File: config.mk
export PLATFORM = sky130hd
export DESIGN_NAME = shield_meter_flat
export DESIGN_NICKNAME = d
export VERILOG_FILES = /design/src/rtl/shield_meter_if.sv /design/src/rtl/shield_meter.sv /design/src/flat_wrapper.sv
export SDC_FILE = /design/constraint.sdc
export NUM_CORES = 1
export LEC_CHECK = 0
export CORE_AREA = 5 5 49 51
export DETAILED_ROUTE_END_ITERATION = 16
export DIE_AREA = 0 0 54 56
export PLACE_DENSITY = 0.9
export SETUP_SLACK_MARGIN = 0.05
export SKIP_LAST_GASP = 1
export SLEW_MARGIN = 20
export SYNTH_ARGS = -nofsm -noshare
export SYNTH_HDL_FRONTEND = slang
export SYNTH_SLANG_ARGS = --single-unit
export TNS_END_PERCENT = 5
File: constraint.sdc
create_clock -name slowed_shield_clk -period 3.3 [get_ports slowed_shield_clk]
set_input_delay 0.495 -clock slowed_shield_clk [delete_from_list [all_inputs] [get_ports slowed_shield_clk]]
set_output_delay 0.495 -clock slowed_shield_clk [all_outputs]
set_load 0.05 [all_outputs]
File: src/rtl/shield_meter_if.sv
// Shield-meter signal bundle shared by the game core, player control and HUD.
//   shield_btn     : shield button level, sampled on each shield tick
//   hit_req/ack    : 4-phase blocked-hit handshake (core drives req, meter acks)
//   shield         : current energy 0..15
//   shield_ok      : shielding currently allowed
//   shield_broken  : meter is in the lockout after depletion
//   bar            : HUD thermometer, LSB-first
// master = game core / control side, slave = the meter itself.
interface shield_meter_if;
  logic       shield_btn;
  logic       hit_req;
  logic       hit_ack;
  logic [3:0] shield;
  logic       shield_ok;
  logic       shield_broken;
  logic [7:0] bar;

  modport master (
    output shield_btn, hit_req,
    input  hit_ack, shield, shield_ok, shield_broken, bar
  );

  modport slave (
    input  shield_btn, hit_req,
    output hit_ack, shield, shield_ok, shield_broken, bar
  );
endinterface

File: src/rtl/shield_meter.sv
// Shield-energy manager for one fighter, clocked on the slow shield tick.
// Holding the button drains energy. After release the meter waits
// REGEN_DELAY ticks and then regenerates. Running dry breaks the shield
// into a BREAK_LOCKOUT-tick lockout. Blocked hits arrive over a 4-phase
// req/ack and cost CHIP_DMG extra energy when they land on a draining tick.
// Ports:
//   slowed_shield_clk : slow shield tick, the only clock of this block
//   reset             : synchronous, active-low
//   bus               : shield_meter_if.slave (button, hit handshake, outputs)
module shield_meter #(
  parameter int MAX_SHIELD    = 15,
  parameter int DRAIN         = 1,
  parameter int REGEN         = 1,
  parameter int REGEN_DELAY   = 2,
  parameter int BREAK_LOCKOUT = 6,
  parameter int CHIP_DMG      = 3
) (
  input  logic             slowed_shield_clk,
  input  logic             reset,
  shield_meter_if.slave    bus
);

  typedef enum logic [1:0] {
    READY   = 2'd0,
    HOLDING = 2'd1,
    DELAY   = 2'd2,
    BROKEN  = 2'd3
  } state_t;

  state_t     state, state_next;
  logic [3:0] shield, shield_next;
  logic [3:0] count, count_next;
  logic       hit_ack, hit_ack_next;

  logic       drain_tick;
  logic       new_hit;
  logic [4:0] sub;
  logic [4:0] regen_sum;

  // NOTE: sequential state uses non-blocking assignments so every register
  // samples the values from before this edge, regardless of statement order.
  always_ff @(posedge slowed_shield_clk) begin
    if (!reset) begin
      state   <= READY;
      shield  <= 4'(MAX_SHIELD);
      count   <= 4'd0;
      hit_ack <= 1'b0;
    end else begin
      state   <= state_next;
      shield  <= shield_next;
      count   <= count_next;
      hit_ack <= hit_ack_next;
    end
  end

  assign drain_tick = bus.shield_btn && (state != BROKEN) && (shield != 4'd0);
  assign new_hit    = bus.hit_req && !hit_ack;

  // Both sums are widened to 5 bits so the compare/clamp sees the true value.
  assign sub       = 5'(DRAIN) + (new_hit ? 5'(CHIP_DMG) : 5'd0);
  assign regen_sum = {1'b0, shield} + 5'(REGEN);

  // NOTE: every output of this block gets a default first; a path that left
  // one unassigned would infer a latch.
  always_comb begin
    state_next  = state;
    shield_next = shield;
    count_next  = count;
    // The ack simply follows the request one tick later: it rises on a new
    // hit, stays up while req is held and drops on the first idle tick.
    hit_ack_next = bus.hit_req;

    if (drain_tick) begin
      if ({1'b0, shield} > sub) begin
        shield_next = shield - sub[3:0];
        state_next  = HOLDING;
      end else begin
        shield_next = 4'd0;
        state_next  = BROKEN;
        count_next  = 4'(BREAK_LOCKOUT);
      end
    end else begin
      unique case (state)
        READY: begin
          if (regen_sum > 5'(MAX_SHIELD)) shield_next = 4'(MAX_SHIELD);
          else                            shield_next = regen_sum[3:0];
        end
        HOLDING: begin
          if (REGEN_DELAY == 0) begin
            state_next = READY;
          end else begin
            state_next = DELAY;
            count_next = 4'(REGEN_DELAY);
          end
        end
        DELAY: begin
          count_next = count - 4'd1;
          if (count == 4'd1) state_next = READY;
        end
        BROKEN: begin
          shield_next = 4'd0;
          count_next  = count - 4'd1;
          if (count == 4'd1) state_next = READY;
        end
        default: state_next = READY;
      endcase
    end
  end

  // Thermometer with one segment per two energy units, rounded up.
  function automatic logic [7:0] bar_of(input logic [3:0] s);
    logic [4:0] n;
    logic [8:0] ones;
    n    = (5'(s) + 5'd1) >> 1;
    ones = (9'd1 << n) - 9'd1;
    return ones[7:0];
  endfunction

  assign bus.shield        = shield;
  assign bus.hit_ack       = hit_ack;
  assign bus.shield_ok     = (state != BROKEN) && (shield != 4'd0);
  assign bus.shield_broken = (state == BROKEN);
  assign bus.bar           = bar_of(shield);

endmodule

File: src/flat_wrapper.sv
// flat-port wrapper written by rule: the top's interface ports become plain ports
module shield_meter_flat 
#(
  parameter int MAX_SHIELD    = 15,
  parameter int DRAIN         = 1,
  parameter int REGEN         = 1,
  parameter int REGEN_DELAY   = 2,
  parameter int BREAK_LOCKOUT = 6,
  parameter int CHIP_DMG      = 3
)
  (slowed_shield_clk, reset, bus_shield_btn, bus_hit_req, bus_hit_ack, bus_shield, bus_shield_ok, bus_shield_broken, bus_bar);
  shield_meter_if bus_i ();
  input  logic slowed_shield_clk;
  input  logic reset;
  input wire logic [$bits(bus_i.shield_btn)-1:0] bus_shield_btn;
  input wire logic [$bits(bus_i.hit_req)-1:0] bus_hit_req;
  output wire logic [$bits(bus_i.hit_ack)-1:0] bus_hit_ack;
  output wire logic [$bits(bus_i.shield)-1:0] bus_shield;
  output wire logic [$bits(bus_i.shield_ok)-1:0] bus_shield_ok;
  output wire logic [$bits(bus_i.shield_broken)-1:0] bus_shield_broken;
  output wire logic [$bits(bus_i.bar)-1:0] bus_bar;
  assign bus_i.shield_btn = bus_shield_btn;
  assign bus_i.hit_req = bus_hit_req;
  assign bus_hit_ack = bus_i.hit_ack;
  assign bus_shield = bus_i.shield;
  assign bus_shield_ok = bus_i.shield_ok;
  assign bus_shield_broken = bus_i.shield_broken;
  assign bus_bar = bus_i.bar;
  shield_meter #(.MAX_SHIELD(MAX_SHIELD), .DRAIN(DRAIN), .REGEN(REGEN), .REGEN_DELAY(REGEN_DELAY), .BREAK_LOCKOUT(BREAK_LOCKOUT), .CHIP_DMG(CHIP_DMG)) u_core (.slowed_shield_clk(slowed_shield_clk), .reset(reset), .bus(bus_i));
endmodule
==> run metrics <==
Final Hold Viols 0; register area share after synthesis 22.22%; crit end category output pin; LEAKAGE 0.5147 nW; clk root buf clkbuf_4; final worst slack 0.2027 ns; gp weighted congestion 0.8397; Layout Nets 163; chip width 54 µm; antenna viol nets, final 0; hold crit path type flop to flop; Worst Max-Slew Pin Slew 0.6735 ns; GRT Total Usage 17.89%; initial antenna violation count 0; vias in the first global route 922; Layout area overhead 24.62%; Post-CTS Setup Bufs 0; slew margin rel. 55.04%; TritonCTS Buffers 3; vias 993; startpoint types flop; worst hold path cell count 1; most frequent cells in the layout nor2_1 (15), clkdlybuf4s50_1 (15), nand2_1 (14); drt total wl 2425 µm; Detailed Place HPWL 1871 µm; io pins 19; Syn Nets 146; DR WL/cell 13.70 µm; Synth area leader dfxtp_1; setup total negative slack 0 ns; Worst EP required 2.80 ns; first-pass GRT wire length 4146 µm; main flop type after synthesis dfxtp_1; RSZ-0062 raised after global routing yes; Setup CP Type flop to output pin; Post-CTS Hold Fix Bufs 0; clk_lat worst skew 0.27 ns; largest net degree at the start of global routing 23; Worst Clk Skew 0.005713 ns; Setup violations, final 0; status complete, no violations; maximum fanout along the worst path 12; Core Area 1902 µm²; TritonCTS clock tree built; maximum clock frequency 322.9 MHz; Final period util 93.86%; drt first-iter violations 37; largest cells by area after synthesis dfxtp_1 (22%), ha_1 (10%), nor2_1 (6.1%), nand2_1 (5.3%), a21oi_1 (4.0%); # diodes 0; initial core utilization 52.11%; R2R cell count 7; critical path arrival 2.60 ns; buffers added on ports 18; Synth top area share 22.22%; Post-Syn Instances 134; Die H 56 µm; Clock Path Buffers 2; Via density 5.610; num rows 16; Slew Limit Fails 0; Mean Syn Cell Area 7.395 µm²; grt total ovfl 0; CTS HTree Levels 1; First-pass DRT Iterations 4; Post-Place Worst Slack 0.3760 ns; clk slew on worst S/H paths 0.07 ns; clk sinks 11; final worst path period need 3.097 ns; EDFF count, synth 0; Max VDD drop 0.0004212 V; share of synthesized flip-flops with an asynchronous set or reset 0%; post_cts resized 0; synthesized flop and latch total 11; DRC viols 0; layout cell share with drive strength beyond 1 14.67%; post-synthesis cell type count 41; PD cells 615.2 nW/µm²; Cell Area, Synth 991.0 µm²; Yosys warning count 0; die area 3024 µm²; maxcap violations 0
==> final timing paths <==
| kind | to | slack (ns) | start |
|---|---|---|---|
| setup / recovery | bus_bar[1] | 0.20 | u_core.bus.shield[0] |
| hold / removal | u_core.count[3] | 0.51 | u_core.count[3] |
| setup reg to reg | u_core.bus.shield[2] | 1.28 | u_core.bus.shield[2] |
| hold reg to reg | u_core.count[3] | 0.51 | u_core.count[3] |
==> per-stage QoR <==
stage / power [mW] / instance area, µm² / util (%) / cells / hold slack [ns]
global placement: 0.6525 / 1204 / 63.29 / 173 / 0.4916
detailed placement: 0.6628 / 1204 / 63.29 / 173 / 0.4978
global route: 0.8067 / 1235 / 64.93 / 177 / 0.5499
floorplan: 0.5283 / 1018 / - / 134 / 0.4761
CTS: 0.7573 / 1230 / 64.67 / 177 / 0.5141
finish: 0.7598 / 1235 / 64.93 / 177 / 0.5076
==> where the power goes <==
| group | switching [mW] | total, mW | internal (mW) |
|---|---|---|---|
| logic | 0.305 | 0.491 | 0.186 |
| clock network | 0.0472 | 0.0941 | 0.0469 |
| registers | 0.0262 | 0.174 | 0.148 |
| total | 0.379 | 0.760 | 0.381 |
==> cell usage after synthesis (3+ instances only) <==
cell	count
a21oi_1	8
a31oi_1	3
and2_1	3
and3_1	3
clkbuf_1	5
dfxtp_1	11
ha_1	8
inv_1	8
nand2_1	14
nand2b_1	4
nand3_1	6
nor2_1	16
nor3_1	4
o21ai_0	8
==> worst max-delay path, cell delays in order, from the launching register on <==
cell	delay, ns
dfxtp_2	0.35
ha_2	0.27
or2_2	0.31
a21oi_1	0.18
nand2_1	0.08
ha_1	0.30
inv_1	0.05
clkdlybuf4s50_1	0.79
==> cell type report <==
| cell class | count | area [µm²] |
|---|---|---|
| Multi-Input combinational cell | 108 | 729.5 |
| Fill cell | 164 | 666.9 |
| Sequential cell | 11 | 222.7 |
| Timing Repair Buffer | 19 | 192.7 |
| Tap cell | 27 | 33.78 |
| Inverter | 8 | 30.03 |
| Clock buffer | 4 | 26.28 |
==> layer usage <==
metal,track usage [%],share of wire [%],vias up
li1,-,-,510
met1,21.74,43,453
met2,29.58,52,28
met3,4.558,5.1,2
met4,6.050,0.49,0
met5,0,0,-
==> registers in the layout (all words and copies together), names as in the netlist <==
register and flops:
u_core.state 2, u_core.count 4, u_core.bus.shield 4, u_core.bus.hit_ack 1
==> kinds of logic (layout without fill, tap and decap cells) <==
| kind of cell | count (synthesis) | in the layout | synth area share, % |
|---|---|---|---|
| compound gates | 39 | 39 | 27.78 |
| xor+xnor | 3 | 3 | 2.652 |
| fa+ha+maj | 8 | 8 | 10.10 |
| buf+inv | 15 | 31 | 7.197 |
| flops | 11 | 11 | 22.22 |
| mux | 1 | 1 | 1.136 |
| simple gates | 57 | 57 | 28.91 |
Power figures use the tool's default switching activity.
